[config.mk]
export PLATFORM = sky130hd
export DESIGN_NAME = rr_arb_mux_flat
export DESIGN_NICKNAME = d
export VERILOG_FILES = /design/src/rtl/rr_arb_pkg.sv /design/src/rtl/rr_arb_mux_if.sv /design/src/rtl/rr_arb_pick.sv /design/src/rtl/rr_arb_mux.sv /design/src/flat_wrapper.sv
export SDC_FILE = /design/constraint.sdc
export NUM_CORES = 1
export LEC_CHECK = 0
export ABC_AREA = 1
export BUFFER_PORTS_ARGS = -buffer_cell sky130_fd_sc_hd__clkbuf_2
export CAP_MARGIN = 20
export CORE_AREA = 2 2 91 75
export CTS_BUF_LIST = sky130_fd_sc_hd__clkbuf_16
export CTS_CLUSTER_SIZE = 28
export DETAILED_ROUTE_END_ITERATION = 8
export DIE_AREA = 0 0 93 77
export PLACE_DENSITY = 0.88
export SYNTH_ARGS = -nofsm -noshare
export SYNTH_HDL_FRONTEND = slang
export SYNTH_SLANG_ARGS = --single-unit
[constraint.sdc]
create_clock -name clk -period 4.69 [get_ports clk]
set_input_delay 0.7035 -clock clk [delete_from_list [all_inputs] [get_ports clk]]
set_output_delay 0.7035 -clock clk [all_outputs]
set_load 0.01 [all_outputs]
[src/rtl/rr_arb_pkg.sv]
// Shared arbitration types and the round-robin pick function used by rr_arb_mux.
package rr_arb_pkg;

  localparam int unsigned MAX_CH    = 16;
  localparam int unsigned MAX_SEL_W = 4;

  typedef struct packed {
    logic                 any;
    logic [MAX_SEL_W-1:0] idx;
  } pick_t;

  // First valid index scanning ptr, ptr+1, ... modulo num_ch; any=0 when nothing is valid.
  function automatic pick_t rr_pick(input logic [MAX_CH-1:0]    valid,
                                    input logic [MAX_SEL_W-1:0] ptr,
                                    input int unsigned          num_ch);
    pick_t       res;
    int unsigned idx;
    res = '0;
    for (int unsigned k = 0; k < MAX_CH; k++) begin
      idx = 32'(ptr) + k;
      if (idx >= num_ch) idx = idx - num_ch;
      if ((k < num_ch) && !res.any && valid[idx[MAX_SEL_W-1:0]]) begin
        res.any = 1'b1;
        res.idx = idx[MAX_SEL_W-1:0];
      end
    end
    return res;
  endfunction

endpackage

[src/rtl/rr_arb_mux_if.sv]
// Valid/ready bundle between the requesters, rr_arb_mux and the downstream port.
// In/out last-beat signals exist only when RR_ARB_MUX_LOCK_EN is defined.
interface rr_arb_mux_if #(
  parameter int unsigned WIDTH  = 32,
  parameter int unsigned NUM_CH = 4
);
  localparam int unsigned SEL_W = $clog2(NUM_CH);

  logic [NUM_CH-1:0]       in_valid;
  logic [NUM_CH*WIDTH-1:0] in_data;
  logic [NUM_CH-1:0]       in_ready;
  logic                    out_valid;
  logic [WIDTH-1:0]        out_data;
  logic [SEL_W-1:0]        out_sel;
  logic                    out_ready;
`ifdef RR_ARB_MUX_LOCK_EN
  logic [NUM_CH-1:0]       in_last;
  logic                    out_last;

  modport master (output in_valid, in_data, in_last, out_ready,
                  input  in_ready, out_valid, out_data, out_sel, out_last);
  modport slave  (input  in_valid, in_data, in_last, out_ready,
                  output in_ready, out_valid, out_data, out_sel, out_last);
`else
  modport master (output in_valid, in_data, out_ready,
                  input  in_ready, out_valid, out_data, out_sel);
  modport slave  (input  in_valid, in_data, out_ready,
                  output in_ready, out_valid, out_data, out_sel);
`endif

endinterface

[src/rtl/rr_arb_pick.sv]
// Combinational round-robin priority rotate: first valid channel at or after ptr.
module rr_arb_pick
  import rr_arb_pkg::*;
#(
  parameter int unsigned NUM_CH = 4,
  parameter int unsigned SEL_W  = $clog2(NUM_CH)
) (
  input  logic [NUM_CH-1:0] valid,
  input  logic [SEL_W-1:0]  ptr,
  output logic [SEL_W-1:0]  grant_idx,
  output logic              any
);

  logic [MAX_CH-1:0]    w_valid_ext;
  logic [MAX_SEL_W-1:0] w_ptr_ext;
  pick_t                w_pick;

  // Widen to the package's fixed width and pick the winner.
  always_comb begin
    w_valid_ext               = '0;
    w_valid_ext[NUM_CH-1:0]   = valid;
    w_ptr_ext                 = '0;
    w_ptr_ext[SEL_W-1:0]      = ptr;
    w_pick                    = rr_pick(w_valid_ext, w_ptr_ext, NUM_CH);
    grant_idx                 = w_pick.idx[SEL_W-1:0];
    any                       = w_pick.any;
  end

endmodule

[src/rtl/rr_arb_mux.sv]
// Round-robin N:1 valid/ready mux with a single registered output stage.
// Optional packet lock (grant held until in_last) with `define RR_ARB_MUX_LOCK_EN.
module rr_arb_mux
  import rr_arb_pkg::*;
#(
  parameter int unsigned WIDTH  = 32,
  parameter int unsigned NUM_CH = 4
) (
  input  logic         clk,
  input  logic         reset,
  rr_arb_mux_if.slave  bus
);

  localparam int unsigned SEL_W = $clog2(NUM_CH);

  logic              r_out_valid;
  logic [WIDTH-1:0]  r_out_data;
  logic [SEL_W-1:0]  r_out_sel;
  logic [SEL_W-1:0]  r_ptr;

  logic [NUM_CH-1:0] w_arb_valid;
  logic [SEL_W-1:0]  w_grant;
  logic              w_any;
  logic              w_load;
  logic              w_xfer;
  logic [NUM_CH-1:0] w_in_ready;
  logic [WIDTH-1:0]  w_win_data;
  logic [SEL_W-1:0]  w_ptr_next;

`ifdef RR_ARB_MUX_LOCK_EN
  logic              r_lock;
  logic [SEL_W-1:0]  r_lock_ch;
  logic              r_out_last;
  logic              w_win_last;
`endif

  // Candidate set: all requesters, or only the locked channel mid-packet.
  always_comb begin
    w_arb_valid = bus.in_valid;
`ifdef RR_ARB_MUX_LOCK_EN
    if (r_lock) begin
      w_arb_valid            = '0;
      w_arb_valid[r_lock_ch] = bus.in_valid[r_lock_ch];
    end
`endif
  end

  rr_arb_pick #(
    .NUM_CH (NUM_CH),
    .SEL_W  (SEL_W)
  ) u_pick (
    .valid     (w_arb_valid),
    .ptr       (r_ptr),
    .grant_idx (w_grant),
    .any       (w_any)
  );

  // Handshake decode: the winner is accepted whenever the output stage can load.
  always_comb begin
    w_load     = !r_out_valid || bus.out_ready;
    w_xfer     = w_any && w_load && !reset;
    w_in_ready = '0;
    if (w_xfer) w_in_ready[w_grant] = 1'b1;
    w_win_data = bus.in_data[32'(w_grant)*WIDTH +: WIDTH];
    w_ptr_next = (w_grant == SEL_W'(NUM_CH - 1)) ? '0 : w_grant + 1'b1;
`ifdef RR_ARB_MUX_LOCK_EN
    w_win_last = bus.in_last[w_grant];
`endif
  end

  // Output stage and priority pointer; ptr only moves on a transfer.
  always_ff @(posedge clk) begin
    if (reset) begin
      r_out_valid <= 1'b0;
      r_out_data  <= '0;
      r_out_sel   <= '0;
      r_ptr       <= '0;
    end else if (w_xfer) begin
      r_out_valid <= 1'b1;
      r_out_data  <= w_win_data;
      r_out_sel   <= w_grant;
      r_ptr       <= w_ptr_next;
    end else if (w_load) begin
      r_out_valid <= 1'b0;
    end
  end

`ifdef RR_ARB_MUX_LOCK_EN
  // Packet lock: a non-last beat pins the grant to its channel.
  always_ff @(posedge clk) begin
    if (reset) begin
      r_lock     <= 1'b0;
      r_lock_ch  <= '0;
      r_out_last <= 1'b0;
    end else if (w_xfer) begin
      r_lock     <= !w_win_last;
      r_lock_ch  <= w_grant;
      r_out_last <= w_win_last;
    end
  end

  assign bus.out_last = r_out_last;
`endif

  assign bus.in_ready  = w_in_ready;
  assign bus.out_valid = r_out_valid;
  assign bus.out_data  = r_out_data;
  assign bus.out_sel   = r_out_sel;

endmodule

[src/flat_wrapper.sv]
// flat-port wrapper written by rule: the top's interface ports become plain ports
module rr_arb_mux_flat import rr_arb_pkg::*;
#(
  parameter int unsigned WIDTH  = 32,
  parameter int unsigned NUM_CH = 4
)
  (clk, reset, bus_in_valid, bus_in_data, bus_out_ready, bus_in_ready, bus_out_valid, bus_out_data, bus_out_sel);
  rr_arb_mux_if #(.WIDTH(WIDTH), .NUM_CH(NUM_CH)) bus_i ();
  input  logic clk;
  input  logic reset;
  input wire logic [$bits(bus_i.in_valid)-1:0] bus_in_valid;
  input wire logic [$bits(bus_i.in_data)-1:0] bus_in_data;
  input wire logic [$bits(bus_i.out_ready)-1:0] bus_out_ready;
  output wire logic [$bits(bus_i.in_ready)-1:0] bus_in_ready;
  output wire logic [$bits(bus_i.out_valid)-1:0] bus_out_valid;
  output wire logic [$bits(bus_i.out_data)-1:0] bus_out_data;
  output wire logic [$bits(bus_i.out_sel)-1:0] bus_out_sel;
  assign bus_i.in_valid = bus_in_valid;
  assign bus_i.in_data = bus_in_data;
  assign bus_i.out_ready = bus_out_ready;
  assign bus_in_ready = bus_i.in_ready;
  assign bus_out_valid = bus_i.out_valid;
  assign bus_out_data = bus_i.out_data;
  assign bus_out_sel = bus_i.out_sel;
  rr_arb_mux #(.WIDTH(WIDTH), .NUM_CH(NUM_CH)) u_core (.clk(clk), .reset(reset), .bus(bus_i));
endmodule
==> results of run 1 <==
-- per-layer routing --
metal / global-route usage (%) / up-vias / wire length [um]
met5: 0 / - / 0
met1: 31.2 / 1667 / 3880
li1: - / 1914 / -
met2: 43.5 / 180 / 4320
met4: 8.38 / 0 / 189
met3: 5.60 / 20 / 742
-- final timing paths --
kind | cells past startpoint | start | end | slack (ns)
worst max-delay path | 13 | u_core.r_ptr[0] | bus_in_ready[1] | 0.62
worst min-delay path | 2 | u_core.bus.out_data[18] | u_core.bus.out_data[18] | 0.47
worst max register to register | 13 | u_core.r_ptr[0] | u_core.bus.out_data[4] | 1.54
worst min register to register | 2 | u_core.bus.out_data[18] | u_core.bus.out_data[18] | 0.47
-- final cells by class --
type,count,area (um2),area share (%)
clock buffer,5,125,3.22
clock inverter,3,18.8,0.484
inverter,48,183,4.71
multi-input combinational,388,1800,46.3
sequential,37,741,19.1
tap,84,105,2.71
timing repair buffer,179,911,23.5
-- kinds of logic after synthesis --
group	Yosys count	synth area share [%]
AOI/OAI and AO/OA	9	1.66
adders and majority gates	4	1.70
buffers and inverters	81	13.7
DFF	37	25.2
and+or+nand+nor	375	57.7
-- metrics by stage --
stage                     power, mW  setup WS [ns]  area [um2]
after CTS                      2.74          0.681        3880
after detailed placement       2.42          0.986        3740
after floorplan                2.06           1.95        2940
final                          2.73          0.618        3880
after global routing           3.02          0.377        3880
after global placement         2.35           1.09        3740
-- power groups by stage --
| stage | logic, mW | clock network [mW] | registers, mW |
|---|---|---|---|
| after global placement | 1.81 | 0 | 0.539 |
| after detailed placement | 1.88 | 0 | 0.541 |
| final | 1.87 | 0.323 | 0.538 |
| after global routing | 2.12 | 0.344 | 0.553 |
| after floorplan | 1.47 | 0 | 0.582 |
| after CTS | 1.88 | 0.328 | 0.537 |
-- cell usage in the layout, fill, tap and decap left out --
cell type   Yosys  routed
ha_1            4       4
nor2_1         41      41
clkinvlp_4      0       2
nand4_2         1       1
nand2_2         6       7
o21ai_1         2       2
or2_2           3       3
nand3_1       143     143
a21oi_2         1       1
or2_1           3       3
nand3_2         4       4
clkinv_1        1       1
clkbuf_2        0     173
buf_4          11       6
dfxtp_1        37      37
nor2_2          3       3
nor2_4          2       2
nand2_4         1       1
inv_1          42      43
clkbuf_16       0       5
inv_4           1       1
nand3_4         1       1
inv_2           4       4
a21oi_1         6       6
nand4_1         1       1
nand2_1       166     165
-- sequential cells by signal, indices dropped and copies added, names as in the netlist --
signal                cells
u_core.bus.out_sel        2
u_core.bus.out_valid      1
u_core.r_ptr              2
u_core.bus.out_data      32
-- critical path, delay by kind of cell, from the launching register on --
family                   cells  cell delay [ns]
AO/OA/AOI/OAI                1             0.08
buffers and inverters        5             0.85
flip-flops                   1             0.66
adder cells (fa/ha/maj)      1             0.40
AND/OR/NAND/NOR              6             1.07
==> metrics.md, run 1 <==
| Metric | Value |
|---|---|
| Outcome | `completed` |
| Number of enable flip-flop cells after synthesis | `0` |
| # clock sinks | `37` |
| Placed instance count | `roughly 740` |
| Fill count | `630` |
| Syn Nets | `about 650` |
| Initial antenna violation count | `0` |
| Die Span X | `between 90 and 100 um` |
| Post-synthesis sequential area ratio | `25.2%` |
| Ys flop type | `dfxtp_1` |
| Fin nets | `798` |
| Logic pwr share | `slightly below 70%` |
| Fraction of layout cells with a size suffix above 1 | `32.4%` |
| Yosys reg bits | `37` |
| Critical path fanouts, max | `64` |
| Port bufs | `173` |
| Vias in the first global route | `3369` |
| Synth async-reset ratio | `0%` |
| CTS HTree Levels | `2` |
| Startpoint types | `flip-flop` |
| Largest cells by area after synthesis | `dfxtp_1 25%, nand3_1 24%, nand2_1 21%, inv_1 5.4%, nor2_1 5.2%` |
| Layout Skew | `0.00579 ns` |
| Row cnt | `26` |
| Worst-path clk slew | `approximately 0.060 ns` |
| Gpl congestion | `0.884` |
| Leakage | `around 2.3 nW` |
| Die footprint | `0.00716 mm2` |
| Non-Filler Instances | `744` |
| Clock Root Buffer | `clkbuf_16` |
| Worst EP required | `3.99 ns` |
| Max Fclk | `0.246 GHz` |
| Number of clock buffers inserted by TritonCTS | `5` |
| NetSw | `about 1.5 mW` |
| Cell area power density | `705 mW/mm2` |
| Final Cycle Share | `slightly below 90%` |
| Minimum clock period | `4.07 ns` |
| Critical Path AT | `3.37 ns` |
| Via count | `3781` |
| Drc violations | `0` |
| Initial DRC count | `about 150` |
| Distinct cells, synth | `26` |
| CTS tree | `done` |
| Max Buffers Root-to-Sink | `2` |
| Insertion delay to the later sink of the worst-skew pair | `0.28 ns` |
| Seq pwr share | `19.7%` |
| Average wire per standard cell | `12.3 um` |
| Share of the synthesized area in the top cell type | `25.2%` |
| Post-synth top cells | `166 x nand2_1, 143 x nand3_1, 42 x inv_1` |
| Area of the core | `0.00625 mm2` |
| TritonRoute pass-1 iters | `5` |
| WS Path Type | `reg2out` |
| Mapped Area | `0.00294 mm2` |
| # IOs | `174` |
| Tightest Pin Transition | `just under 0.8 ns` |
| Initial cell density of the core | `47.1%` |
| Internal | `1.27 mW` |
| Setup Viol. Count Final | `0` |
| Avg Inst Size Synth | `5.81 um2` |
| Util after Layout | `62.1%` |
| Die Y | `77 um` |
| Total wire length | `9130 um` |
| Worst setup EP type | `primary output` |
| Slew headroom | `47.5%` |
| Final hold viol count | `0` |
| Postcts setup bufs | `0` |
| VDD IR max | `~360 uV` |
| First-pass GRT wire length | `14900 um` |
| Post-synth top area cell | `dfxtp_1` |
| Hold crit path type | `reg2reg` |
| Detailed Place HPWL | `6930 um` |
| Slowest-stage cell, CP | `dfxtp_1` |
| RSZ-0062 raised after global routing | `no` |
| CP max stage delay | `0.66 ns` |
| Count leader, synth | `nand2_1` |
| Largest net degree at the start of global routing | `65` |
| Post-cts sizing count | `0` |
| Yosys warnings | `0` |
| ANT cells | `0` |
| CTS Hold Bufs | `0` |
| Max-cap violations | `0` |
| WHS | `0.468 ns` |
| Gr ovfl total | `0` |
| Sw frac | `a little over half` |
| DRT antenna net count | `0` |
| Final Slew Violations | `0` |
| Clk pwr share | `between 10% and 20%` |
| Crit-path cells | `inv_4 > ha_1 > inv_1 > nand3_2 > inv_2 > nor2_1 > a21oi_2 > nand2_2 > nand2_4 > inv_2 > nand2_1 > nor2_1 > clkbuf_2` |
| Avg Vias per Cell | `5.08` |
| Mapped Cells | `506` |
| TNS Setup | `0 ns` |
| GRT Overall Usage | `25.3%` |
| Layout overhead on the synthesized area | `32.1%` |
(Power assumes the default switching activity.)
==> run 2, diff against run 1 <==
- CELL_PAD_IN_SITES_DETAIL_PLACEMENT: not set -> 1
- CELL_PAD_IN_SITES_GLOBAL_PLACEMENT: not set -> 1
- CORE_AREA: 2 2 91 75 -> 2 2 114 94
- DIE_AREA: 0 0 93 77 -> 0 0 116 96
- PLACE_DENSITY: 0.88 -> 0.87
==> metrics.md, run 2 (synthesized netlist as in run 1, its figures left out) <==
| Metric | Value |
|---|---|
| Outcome | `completed (unchanged)` |
| Number of clock buffers inserted by TritonCTS | `5 (unchanged)` |
| RSZ-0062 raised after global routing | `no (unchanged)` |
| Critical path buffer and inverter count | `4 (was 5)` |
| Row cnt | `33 (was 26)` |
| Cell area power density | `713 mW/mm2 (was 705 mW/mm2)` |
| NetSw | `1.54 mW (was 1.46 mW)` |
| Final Cycle Share | `89.1% (was 86.8%)` |
| Average wire per standard cell | `14.2 um (was 12.3 um)` |
| Via count | `3830 (was 3781)` |
| # clock sinks | `37 (unchanged)` |
| Commonest non-fill, non-tap cell in the layout | `clkbuf_2 (unchanged)` |
| Final hold viol count | `0 (unchanged)` |
| Insertion delay to the later sink of the worst-skew pair | `0.27 ns (was 0.28 ns)` |
| Detailed Place HPWL | `8870 um (was 6930 um)` |
| Total wire length | `11400 um (was 9130 um)` |
| Fraction of layout cells with a size suffix above 1 | `32.4% (unchanged)` |
| R2R cell count | `13 (unchanged)` |
| Tightest Pin Transition | `0.860 ns (was 0.785 ns)` |
| CTS tree | `done (unchanged)` |
| Gpl congestion | `0.866 (was 0.884)` |
| TritonRoute pass-1 iters | `4 (was 5)` |
| Post-DP Area | `0.00381 mm2 (was 0.00374 mm2)` |
| Fin nets | `798 (unchanged)` |
| CTS HTree Levels | `2 (unchanged)` |
| Overall power | `2.81 mW (was 2.73 mW)` |
| Post-cts sizing count | `0 (unchanged)` |
| Grt met2 use | `36.9% (was 43.5%)` |
| Util after Layout | `39.5% (was 62.1%)` |
| Sw frac | `54.9% (was 53.5%)` |
| Crit-path cells | `inv_4 > ha_1 > inv_1 > nand3_1 > nand2_1 > nor2_2 > nand4_2 > nand2_2 > nand2_4 > inv_2 > nand2_1 > nor2_1 > clkbuf_2 (was inv_4 > ha_1 > inv_1 > nand3_2 > inv_2 > nor2_1 > a21oi_2 > nand2_2 > nand2_4 > inv_2 > nand2_1 > nor2_1 > clkbuf_2)` |
| Hold crit path type | `reg2reg (unchanged)` |
| Busiest grt layer | `met2 (unchanged)` |
| Startpoint types | `flip-flop (unchanged)` |
| Routing usage on met1 | `25.3% (was 31.2%)` |
| Finished Cell Area | `0.00395 mm2 (was 0.00388 mm2)` |
| Dpl ws | `0.797 ns (was 0.986 ns)` |
| Max reg flops | `32 (unchanged)` |
| ANT cells | `0 (unchanged)` |
| Logic pwr share | `69.3% (was 68.5%)` |
| Avg Vias per Cell | `4.79 (was 5.08)` |
| Final Slew Violations | `0 (unchanged)` |
| DRT antenna net count | `0 (unchanged)` |
| Max Fclk | `0.239 GHz (was 0.246 GHz)` |
| Drc violations | `0 (unchanged)` |
| Area of the multi-input gates | `0.00180 mm2 (unchanged)` |
| Vias in the first global route | `3888 (was 3369)` |
| Top delay family on crit path | `simple AND/OR/NAND/NOR gates (unchanged)` |
| Layout Skew | `0.00313 ns (was 0.00579 ns)` |
| Initial cell density of the core | `29.4% (was 47.1%)` |
| Placed instance count | `792 (was 736)` |
| Stages on the worst setup path | `13 (unchanged)` |
| Clock Root Buffer | `clkbuf_16 (unchanged)` |
| Sequential cell area | `741 um2 (unchanged)` |
| Non-Filler Instances | `800 (was 744)` |
| TNS Setup | `0 ns (unchanged)` |
| Most used cell, CP | `nand2_1` |
| Worst setup EP type | `primary output (unchanged)` |
| Slew headroom | `42.5% (was 47.5%)` |
| Max-cap violations | `0 (unchanged)` |
| First-pass GRT wire length | `18300 um (was 14900 um)` |
| Worst Hold Depth | `2 (unchanged)` |
| Largest net degree at the start of global routing | `65 (unchanged)` |
| Worst EP required | `3.99 ns (about the same)` |
| Initial DRC count | `133 (was 149)` |
| WHS | `0.468 ns (about the same)` |
| Leakage | `2.32 nW (about the same)` |
| VDD IR max | `434 uV (was 356 uV)` |
| Critical Path AT | `3.47 ns (was 3.37 ns)` |
| Die footprint | `0.0111 mm2 (was 0.00716 mm2)` |
| Layout overhead on the synthesized area | `34.3% (was 32.1%)` |
| Seq pwr share | `19.5% (was 19.7%)` |
| Slowest-stage cell, CP | `dfxtp_1 (unchanged)` |
| Postcts setup bufs | `0 (unchanged)` |
| Die Y | `96 um (was 77 um)` |
| Initial antenna violation count | `0 (unchanged)` |
| Final setup margin | `0.512 ns (was 0.618 ns)` |
| CTS Hold Bufs | `0 (unchanged)` |
| Worst-path clk slew | `0.06 ns (about the same)` |
| Critical path fanouts, max | `64 (unchanged)` |
| Minimum clock period | `4.18 ns (was 4.07 ns)` |
| Fill count | `1431 (was 630)` |
| Area of the core | `0.00999 mm2 (was 0.00625 mm2)` |
| Internal | `1.27 mW (about the same)` |
| Most frequent cells in the layout | `173 x clkbuf_2, 165 x nand2_1, 143 x nand3_1, 43 x inv_1, 41 x nor2_1 (unchanged)` |
| Met3 Use GR | `3.46% (was 5.60%)` |
| Port bufs | `173 (unchanged)` |
| CP max stage delay | `0.68 ns (was 0.66 ns)` |
| Max Buffers Root-to-Sink | `2 (unchanged)` |
| # IOs | `174 (unchanged)` |
| WS Path Type | `reg2out (unchanged)` |
| Clk pwr share | `11.2% (was 11.8%)` |
| GRT Overall Usage | `20.5% (was 25.3%)` |
| Setup Viol. Count Final | `0 (unchanged)` |
| Gr ovfl total | `0 (unchanged)` |
| Die Span X | `116 um (was 93 um)` |
[run 2: worst paths after layout]
kind                         start                      end  slack, ns
max                u_core.r_ptr[0]          bus_in_ready[1]       0.51
min          u_core.bus.out_sel[1]    u_core.bus.out_sel[1]       0.47
max reg2reg        u_core.r_ptr[0]  u_core.bus.out_data[27]       1.49
min reg2reg  u_core.bus.out_sel[1]    u_core.bus.out_sel[1]       0.47
[run 2: power by group through the flow]
| stage | Clock (mW) | Combinational (mW) | Sequential [mW] |
|---|---|---|---|
| floorplan | 0 | 1.47 | 0.582 |
| global placement | 0 | 1.86 | 0.546 |
| detailed placement | 0 | 1.97 | 0.552 |
| CTS | 0.324 | 1.98 | 0.549 |
| global route | 0.344 | 2.22 | 0.565 |
| finish | 0.315 | 1.95 | 0.549 |
[run 2: layer usage]
metal	part of all wire, %	vias up
li1	-	1909
met1	44	1789
met2	49	113
met3	5.1	19
met4	1.6	0
met5	0	-
[run 2: cell type report]
type                    instances  share of cell area (%)
flip-flops and latches         37                    18.8
multi-input cells             388                    45.6
clock inverters                 3                   0.349
well taps                     140                    4.44
inverters                      48                    4.63
clock buffers                   5                    3.17
repair buffers                179                    23.1
[run 2: worst register-to-register path, cell delays in order, from the launching register on]
cell and delay, ns:
dfxtp_1 0.68, inv_4 0.10, ha_1 0.39, inv_1 0.13, nand3_2 0.12, nand3_2 0.13
a21oi_1 0.19, nand2_2 0.10, nand2_4 0.52, inv_2 0.34, nand2_1 0.14, nand2_1 0.06
nor2_1 0.12, nor2_1 0.06
